`src/rtl/periph_bcd_feeder_pkg.sv`:
```
// Shared constants and the double-dabble step function for the BCD feeder.
// The feeder writes converted digits into the seven-segment peripheral.
package periph_bcd_feeder_pkg;

  localparam int PERIPH_DATA_WIDTH    = 8;
  localparam int PERIPH_ADDR_WIDTH    = 8;
  localparam int PERIPH_7SEG_DIG_BASE = 4;

  localparam logic [3:0] BCD_BLANK = 4'hF;

  localparam logic [2:0] FEED_IDLE = 3'd0;
  localparam logic [2:0] FEED_CONV = 3'd1;
  localparam logic [2:0] FEED_WR   = 3'd2;
  localparam logic [2:0] FEED_GAP  = 3'd3;
  localparam logic [2:0] FEED_DONE = 3'd4;

  // One shift-add-3 iteration: adjust the four BCD nibbles held in [31:16],
  // then shift the whole BCD:binary register left by one bit.
  function automatic logic [31:0] dd_step(input logic [31:0] sr);
    logic [31:0] t;
    t = sr;
    for (int i = 0; i < 4; i++) begin
      if (t[16+4*i +: 4] >= 4'd5) begin
        t[16+4*i +: 4] = t[16+4*i +: 4] + 4'd3;
      end
    end
    return {t[30:0], 1'b0};
  endfunction

endpackage

```
`src/rtl/periph_bcd_feeder_bcd_double_dabble.sv`:
```
// Serial 16-bit binary to 4-digit BCD converter, one double-dabble step per cycle.
// valid pulses for one cycle once bcd holds the finished result.
module bcd_double_dabble
  import periph_bcd_feeder_pkg::*;
(
  input  logic        clk,
  input  logic        rst,
  input  logic        start,
  input  logic [15:0] bin,
  output logic        busy,
  output logic        valid,
  output logic [15:0] bcd
);

  logic [31:0] sr_q, sr_d;
  logic [3:0]  cnt_q, cnt_d;
  logic        busy_q, busy_d;
  logic        valid_q, valid_d;

  // The first step is folded into the load so the full 16 steps finish
  // 16 cycles after start, with valid landing in the 16th cycle.
  always_comb begin
    sr_d    = sr_q;
    cnt_d   = cnt_q;
    busy_d  = busy_q;
    valid_d = 1'b0;
    if (start) begin
      sr_d   = dd_step({16'h0000, bin});
      cnt_d  = 4'd15;
      busy_d = 1'b1;
    end else if (busy_q) begin
      sr_d  = dd_step(sr_q);
      cnt_d = cnt_q - 4'd1;
      if (cnt_q == 4'd1) begin
        busy_d  = 1'b0;
        valid_d = 1'b1;
      end
    end
  end

  always_ff @(posedge clk) begin
    if (rst) begin
      sr_q    <= '0;
      cnt_q   <= '0;
      busy_q  <= 1'b0;
      valid_q <= 1'b0;
    end else begin
      sr_q    <= sr_d;
      cnt_q   <= cnt_d;
      busy_q  <= busy_d;
      valid_q <= valid_d;
    end
  end

  assign busy  = busy_q;
  assign valid = valid_q;
  assign bcd   = sr_q[31:16];

endmodule

```
`src/rtl/periph_bcd_feeder.sv`:
```
// Bus master that converts a binary value to BCD and writes the four digits
// into the seven-segment peripheral's digit registers.
module periph_bcd_feeder
  import periph_bcd_feeder_pkg::*;
#(
  parameter int DATA_WIDTH = PERIPH_DATA_WIDTH,
  parameter int ADDR_WIDTH = PERIPH_ADDR_WIDTH,
  parameter int DIG_BASE   = PERIPH_7SEG_DIG_BASE,
  parameter int TIMEOUT    = 15
) (
  input  logic                  clk,
  input  logic                  rst,
  input  logic [15:0]           value,
  input  logic                  value_valid,
  output logic                  busy,
  output logic                  done,
  output logic                  err,
  output logic                  ovf,
  output logic [ADDR_WIDTH-1:0] bus_addr,
  output logic [DATA_WIDTH-1:0] bus_data,
  output logic                  bus_write,
  output logic                  bus_read,
  input  logic                  bus_ready
);

  logic [2:0]  state_q, state_d;
  logic [1:0]  digit_q, digit_d;
  logic [7:0]  wait_q, wait_d;
  logic        err_q, err_d;
  logic        ovf_q, ovf_d;
  logic        dd_start;
  logic        dd_busy;
  logic        dd_valid;
  logic [15:0] dd_bcd;
  logic [15:0] bcd_shifted;
  logic [3:0]  digit_val;

  bcd_double_dabble u_dd (
    .clk   (clk),
    .rst   (rst),
    .start (dd_start),
    .bin   (value),
    .busy  (dd_busy),
    .valid (dd_valid),
    .bcd   (dd_bcd)
  );

  always_comb begin
    state_d  = state_q;
    digit_d  = digit_q;
    wait_d   = wait_q;
    err_d    = 1'b0;
    ovf_d    = ovf_q;
    dd_start = 1'b0;
    case (state_q)
      FEED_IDLE: begin
        if (value_valid) begin
          dd_start = 1'b1;
          ovf_d    = (value > 16'd9999);
          digit_d  = 2'd0;
          state_d  = FEED_CONV;
        end
      end
      FEED_CONV: begin
        if (dd_valid && !dd_busy) begin
          wait_d  = 8'd0;
          state_d = FEED_WR;
        end
      end
      FEED_WR: begin
        if (bus_ready) begin
          state_d = FEED_GAP;
        end else if (wait_q == 8'(TIMEOUT - 1)) begin
          err_d   = 1'b1;
          state_d = FEED_IDLE;
        end else begin
          wait_d = wait_q + 8'd1;
        end
      end
      FEED_GAP: begin
        if (digit_q == 2'd3) begin
          state_d = FEED_DONE;
        end else begin
          digit_d = digit_q + 2'd1;
          wait_d  = 8'd0;
          state_d = FEED_WR;
        end
      end
      FEED_DONE: state_d = FEED_IDLE;
      default:   state_d = FEED_IDLE;
    endcase
  end

  always_ff @(posedge clk) begin
    if (rst) begin
      state_q <= FEED_IDLE;
      digit_q <= '0;
      wait_q  <= '0;
      err_q   <= 1'b0;
      ovf_q   <= 1'b0;
    end else begin
      state_q <= state_d;
      digit_q <= digit_d;
      wait_q  <= wait_d;
      err_q   <= err_d;
      ovf_q   <= ovf_d;
    end
  end

  // Digit 0 is the thousands nibble; overflowed values show the blank pattern.
  assign bcd_shifted = dd_bcd >> {2'd3 - digit_q, 2'b00};
  assign digit_val   = ovf_q ? BCD_BLANK : bcd_shifted[3:0];

  always_comb begin
    bus_addr = '0;
    bus_data = '0;
    if (state_q == FEED_WR) begin
      bus_addr      = ADDR_WIDTH'(DIG_BASE) + ADDR_WIDTH'(digit_q);
      bus_data[3:0] = digit_val;
    end
  end

  assign bus_write = (state_q == FEED_WR);
  assign bus_read  = 1'b0;
  assign busy      = (state_q == FEED_CONV) || (state_q == FEED_WR) || (state_q == FEED_GAP);
  assign done      = (state_q == FEED_DONE);
  assign err       = err_q;
  assign ovf       = ovf_q;

endmodule

```
`config.mk`:
```
export PLATFORM = sky130hd
export DESIGN_NAME = periph_bcd_feeder
export DESIGN_NICKNAME = d
export VERILOG_FILES = /design/src/rtl/periph_bcd_feeder_pkg.sv /design/src/rtl/periph_bcd_feeder_bcd_double_dabble.sv /design/src/rtl/periph_bcd_feeder.sv
export SDC_FILE = /design/constraint.sdc
export NUM_CORES = 1
export LEC_CHECK = 0
export ABC_AREA = 1
export CORE_ASPECT_RATIO = 2
export CORE_MARGIN = 5
export CORE_UTILIZATION = 50
export DETAILED_ROUTE_END_ITERATION = 12
export GPL_TIMING_DRIVEN = 0
export PLACE_DENSITY = 0.74
export SYNTH_ARGS = -nofsm -noshare
export SYNTH_HDL_FRONTEND = slang
export SYNTH_SLANG_ARGS = --single-unit
```
`constraint.sdc`:
```
create_clock -name clk -period 1.7 [get_ports clk]
set_clock_uncertainty 0.1 [all_clocks]
set_input_delay 0.34 -clock clk [delete_from_list [all_inputs] [get_ports clk]]
set_output_delay 0.34 -clock clk [all_outputs]
set_load 0.05 [all_outputs]
```
==> metrics, run 1 <==
R2R Setup Slk=60 ps; clock root cell=clkbuf_16; H-tree depth=2; Max clock buf depth=2; Worst Setup Start Kind=flop; die width=64.94 um; achievable frequency=520.6 MHz; Worst Min Path Start=u_dd.sr_q[25]; initial antenna violation count=0; area delta synth->final=31.30%; full die area=7784 um^2; Clock transition at path regs=70 ps; final instance area=3963 um^2; synthesized area=3018 um^2; final setup fails=5; Seq cells post-synth=52; TritonCTS clock tree=built; vias per std cell=5.495; minimum clock period=1921 ps; DRC Markers=0; GP Congestion=0.8348; Multi-input gate area=1722 um^2; RSZ-0062 raised after global routing=true; total CTS buffers=5; num ports=42; register area share after synthesis=34.49%; first-pass GRT wire length=12.91 mm; die height=119.9 um; Final Max Slew Viols=0; count of unique library cells instantiated by Yosys=32; worst path cell trace=buf_8, clkbuf_16, o21ai_2, nand3_1, nand2_2, clkinvlp_4, buf_8; Worst EP required=1260 ps; vias in the first global route=2931; Final Hold Viols=0; later-pin clock latency in the skew report=300 ps; count of non-filler cells in the finished layout=570; remaining antenna violation count=0; CP peak stage delay=340 ps; Crit. Startpoint=digit_q[0]; Vias=3132; DP HPWL=6.049 mm; Filler cells=513; Syn Inst Count=443; crit share post-route=113.0%; r2r startpoint=state_q[0]; VDD IR max=1.109 mV; share of layout cells above drive strength 1=22.29%; GR Overflow Total=0; GRT Util Overall=21.12%; register area=1057 um^2; final net count=539; Cells after DPL=546; Pwr per Cell Area=1214 nW/um^2; largest net degree at the start of global routing=18; outcome=finished, violations left; relative slew slack=59.66%; Static Leak=1.610 nW; DR iter-0 viols=149; crit-path max FO=6; core area=5956 um^2; Synth Area per Inst=6.812 um^2; CP Buf/Inv Count=4; Arrival @ worst endpoint=1480 ps; num rows=40; Worst Setup Slack, final=-220.7 ps; fin util=66.53%; first drt pass iteration count=4; worst min-delay path class=flop to flop; slowest stage cell on the critical path=dfxtp_2; Worst Max-Slew Pin Slew=605.0 ps; Initial Utilization=50.67%; total power=4.812 mW; IO buf count=31; number of max-cap violations=0; Synth warnings=0; failing checks=setup timing; dpl cell area=3467 um^2; Worst path most repeated cell=buf_8; CP delay by family, top=buffers and inverters; WL/cell=14.39 um; drt total wl=8.205 mm; endpoint type of the worst setup path=output port; Setup Crit Path Kind=flop to output port; ANT cells=0; Clock Sink Count=52
-- worst paths after layout --
kind / cells past startpoint / to
setup / recovery: 7 / bus_data[3]
hold / removal: 2 / u_dd.sr_q[26]
setup reg to reg: 10 / wait_q[7]
hold reg to reg: 2 / u_dd.sr_q[26]
-- registers in the layout, indices dropped and copies added, names as in the netlist --
signal and cells:
u_dd.busy 1, state_q 3, wait_q 8, ovf 1
u_dd.sr_q 31, digit_q 2, u_dd.cnt_q 4, u_dd.valid 1
err 1
-- power by group --
group          switching (mW)  internal, mW
Clock                   0.492         0.701
Sequential              0.152          1.40
Combinational            1.28         0.779
-- synth_stat cells (all sizes together) --
| library cell | count | share of area, % |
|---|---|---|
| nand2 | 90 | 12 |
| xnor2 | 1 | 0.29 |
| dfxtp | 52 | 34 |
| ha | 13 | 5.4 |
| buf | 20 | 4.7 |
| nor3b | 1 | 0.25 |
| nand4 | 4 | 0.83 |
| nor3 | 4 | 0.66 |
| xor2 | 5 | 1.5 |
| nand3 | 54 | 9.4 |
| o21bai | 1 | 0.25 |
| inv | 56 | 7.0 |
| o21ai | 28 | 4.6 |
| a21oi | 40 | 6.8 |
| a211oi | 2 | 0.50 |
| conb | 1 | 0.12 |
| a31oi | 20 | 4.1 |
| nor2 | 35 | 4.9 |
| clkbuf | 10 | 1.2 |
| or2 | 6 | 1.2 |
-- cell type report --
| cell class | instances | area share (%) |
|---|---|---|
| inverter | 56 | 6.126 |
| sequential | 52 | 26.68 |
| clock inverter | 3 | 1.200 |
| multi-input combinational | 314 | 43.45 |
| clock buffer | 5 | 3.158 |
| tap | 63 | 1.989 |
| buffer | 30 | 5.494 |
| timing repair buffer | 47 | 11.90 |
-- kinds of logic after synthesis --
kind of cell | count (synthesis) | synth area share (%)
simple gates | 194 | 29.06
compound gates | 91 | 16.29
buf+inv | 86 | 12.89
flops | 52 | 34.49
fa+ha+maj | 13 | 5.390
xor+xnor | 6 | 1.741
other cells | 1 | 0.1243
-- timing repair --
action / in CTS / in global routing
buffers inserted: 9 / 5
endpoints found under the setup margin: 12 / 33
cloned: 2 / 0
hold buffers: 0 / 0
pin swaps: 13 / 9
gates resized for setup: 107 / 30
-- through the flow --
stage / hold WS, ps / setup slack [ps] / TNS [ps]
global route: 417.6 / -266.0 / -1065
finish: 386.7 / -220.7 / -822.7
global placement: 363.4 / -746.5 / -7809
floorplan: 318.5 / -8.616 / -8.616
CTS: 391.3 / -228.7 / -940.8
detailed placement: 372.5 / -796.5 / -8158
-- cell usage in the layout, fill, tap and decap left out, types with 3 or more instances in the layout --
cell,n
o21ai_2,6
nor3_1,3
nor2_1,31
or2_2,5
ha_1,13
clkbuf_1,7
inv_1,44
dfxtp_2,7
nand3_2,3
conb_1,10
a31oi_1,20
clkbuf_16,6
nand3_1,50
buf_2,5
nand2_2,9
nor2_4,3
nand2_1,80
buf_8,8
inv_2,5
xor2_1,5
buf_6,4
clkdlybuf4s50_1,19
clkinvlp_4,4
a21oi_1,37
nand4_1,4
clkbuf_4,3
dfxtp_1,43
buf_4,25
o21ai_0,18
-- worst reg2reg max path: stages, from the launching register on --
cell and delay [ps]:
dfxtp_2 350, inv_4 60, buf_4 130, buf_4 130
nor2_1 150, nand3_2 140, nand2_2 100, nor2_4 60
nand2_2 130, nand2_1 80, a21oi_1 130
-- metal layers --
metal | vias up | global-route usage [%] | part of all wire [%]
met4 | 0 | 12.32 | 3.3
met3 | 24 | 3.652 | 4.1
met1 | 1464 | 19.24 | 35
li1 | 1559 | - | -
met5 | - | 0 | 0
met2 | 85 | 41.24 | 58
(Power assumes the default switching activity.)
==> inputs of run 2 (changes only) <==
--- a/config.mk
+++ b/config.mk
@@ -6,6 +6,7 @@
 export NUM_CORES = 1
 export LEC_CHECK = 0
 export ABC_AREA = 1
+export CAP_MARGIN = 10
 export CORE_ASPECT_RATIO = 2
 export CORE_MARGIN = 5
 export CORE_UTILIZATION = 50
==> results of run 2 <==
Same layout as run 1: the final DEF is identical, and so are final timing and power.
==> inputs of run 3 (changes only) <==
--- a/config.mk
+++ b/config.mk
@@ -12,7 +12,8 @@
 export CORE_UTILIZATION = 50
 export DETAILED_ROUTE_END_ITERATION = 12
 export GPL_TIMING_DRIVEN = 0
-export PLACE_DENSITY = 0.74
+export PLACE_DENSITY = 0.73
 export SYNTH_ARGS = -nofsm -noshare
 export SYNTH_HDL_FRONTEND = slang
+export SYNTH_HIERARCHICAL = 1
 export SYNTH_SLANG_ARGS = --single-unit
==> run 3 against run 2 <==
The flow still finishes with violations (setup timing). First-iteration DRC count fell by 30%. Non-clock buffer count rose by 3. Worst hold slack got worse by 18 ps. Highest routed layer unchanged.
==> metrics, run 3 <==
DP HPWL=5.921 mm; WL met1=2.823 mm; ANT cells=0; number of flip-flops in the largest register=31; die height=123.9 um; Initial Utilization=51.38%; later-pin clock latency in the skew report=290 ps; first drt pass iteration count=4; Synth Area per Inst=6.825 um^2; WL/cell=12.72 um; CP peak stage delay=370 ps; failing checks=setup timing; most frequent cells in the layout=nand2_1 (97), nor2_1 (61), inv_1 (50), dfxtp_1 (42), buf_4 (41); remaining antenna violation count=0; ys async rst share=0%; dpl cell area=3701 um^2; hold depth=2; final net count=567; Static Leak=1.857 nW; outcome=finished, violations left; Cells after DPL=601; Worst EP required=1260 ps; final instance area=4188 um^2; Worst Setup Start Kind=flop; Routed met3 length=231 um; Arrival @ worst endpoint=1350 ps; VDD IR max=1.064 mV; Seq cells post-synth=52; count of unique library cells instantiated by Yosys=36; Setup Crit Path Kind=flop to output port; count of non-filler cells in the finished layout=621; clock root cell=clkbuf_16; DRC Markers=0; achievable frequency=558.0 MHz; GR Overflow Total=0; vias per std cell=5.072; crit-path max FO=7; worst path cell trace=inv_2, o21ai_1, o221ai_2, nand2_1, inv_1, buf_6; Worst Max-Slew Pin Slew=613.0 ps; commonest non-fill, non-tap cell in the layout=nand2_1; num ports=42; die width=66.94 um; Synth warnings=6; final setup fails=4; Syn Inst Count=475; DP Worst Slack=-608.4 ps; drt total wl=7.902 mm; # hold bufs at CTS=0; r2r worst-path depth=10; Pwr per Cell Area=1322 nW/um^2; total CTS buffers=5; GP Congestion=0.8845; most frequent cell after synthesis=nand2_1; endpoint type of the worst setup path=output port; EDFF count, synth=0; TritonCTS clock tree=built; relative slew slack=59.06%; DR WL met2=4.507 mm; initial antenna violation count=0; Synth area leader=dfxtp_1; IO buf count=31; RSZ-0062 raised after global routing=true; H-tree depth=2; share of layout cells above drive strength 1=25.61%; Clock transition at path regs=70 ps; synthesized area=3242 um^2; register area share after synthesis=32.11%; Clock Sink Count=52; GRT Util Overall=20.39%; largest net degree at the start of global routing=17; core area=6310 um^2; Max clock buf depth=2; area delta synth->final=29.18%; first-pass GRT wire length=13.05 mm; Synth top cells by count=nand2_1 (99), nor2_1 (72), inv_1 (54), dfxtp_1 (52), buf_4 (30); worst min-delay path class=flop to flop; DR iter-0 viols=105; Worst Setup Slack, final=-92.07 ps; number of max-cap violations=0; vias in the first global route=2960; most flop-heavy register=u_dd/sr_q; largest registers=u_dd/sr_q: 31 flops, wait_q: 8 flops, u_dd/cnt_q: 4 flops; crit share post-route=105.4%; num rows=41; full die area=8292 um^2; slowest stage cell on the critical path=dfxtp_2; highest routing layer actually used=met4; setup TNS=-342.3 ps; ranking of synthesized cells by area=dfxtp_1 (32%), nand2_1 (11%), nor2_1 (8.3%), buf_4 (6.9%), inv_1 (6.3%); Final Hold Viols=0; Vias=3150; minimum clock period=1792 ps; post-synth top area share=32.11%; Final Max Slew Viols=0; ys flop type=dfxtp_1
run 3: cell types whose count changed after synthesis, moves of 13 or more:
cell     before  now
nand2_1      85   99
buf_4        12   30
nor3_1        4   17
nor2_1       32   72
a31oi_1      20    3
a21oi_1      39   17
o21ai_0      26   12
o21ai_1       2   17
nand3_1      53   27
run 3: per-stage QoR:
| stage | util, % | power (mW) | hold WS, ps |
|---|---|---|---|
| floorplan | - | 3.364 | 309.1 |
| global placement | 58.66 | 3.873 | 349.3 |
| detailed placement | 58.66 | 3.912 | 356.4 |
| CTS | 64.51 | 5.409 | 364.9 |
| global route | 66.37 | 5.924 | 404.0 |
| finish | 66.37 | 5.538 | 368.8 |
run 3: kinds of logic (layout without fill, tap and decap cells):
kind of cell	Yosys count	in the layout	share of synthesized area (%)
AND/OR/NAND/NOR	233	233	30.99
buffers and inverters	104	155	16.52
AO/OA/AOI/OAI	71	71	14.98
flip-flops	52	52	32.11
adder cells (fa/ha/maj)	13	13	5.017
other	1	10	0.1157
XOR/XNOR	1	1	0.2702
run 3: report_power, final:
group | total, mW | internal, mW | switching (mW)
combinational | 2.60 | 1.02 | 1.58
sequential | 1.75 | 1.49 | 0.252
clock | 1.19 | 0.738 | 0.451
run 3: worst max-delay path: cells and delay by family, from the launching register on:
kind	cells	cell delay [ps]
compound gates	2	280
buf+inv	3	340
flops	1	370
simple gates	1	70
run 3: worst paths after layout:
check | slack (ps) | from | endpoint
setup / recovery | -90 | digit_q[1] | bus_data[2]
hold reg to reg | 370 | u_dd/sr_q[1] | u_dd/sr_q[1]
hold / removal | 370 | u_dd/sr_q[1] | u_dd/sr_q[1]
setup reg to reg | 80 | state_q[1] | u_dd/sr_q[2]
run 3: final cells by class:
cell class	count	area, um^2
buffer	38	312.8
clock buffer	6	138.9
clock inverter	2	38.79
fill	549	2122
inverter	66	280.3
multi-input combinational	328	1828
sequential	52	1064
tap	86	107.6
timing repair buffer	42	401.6
timing repair inverter	1	16.27
run 3: what timing repair did:
item | CTS | global route
gates resized for setup | 113 | 36
cloned | 2 | 0
pin swaps | 7 | 7
endpoints found under the hold margin | 0 | 0
setup endpoints to repair | 35 | 38
setup buffers | 6 | 4
run 3: metal layers:
layer	global-route usage (%)	vias up
met5	0	-
met4	12.45	0
met3	3.610	24
met2	38.99	62
met1	19.18	1446
li1	-	1618
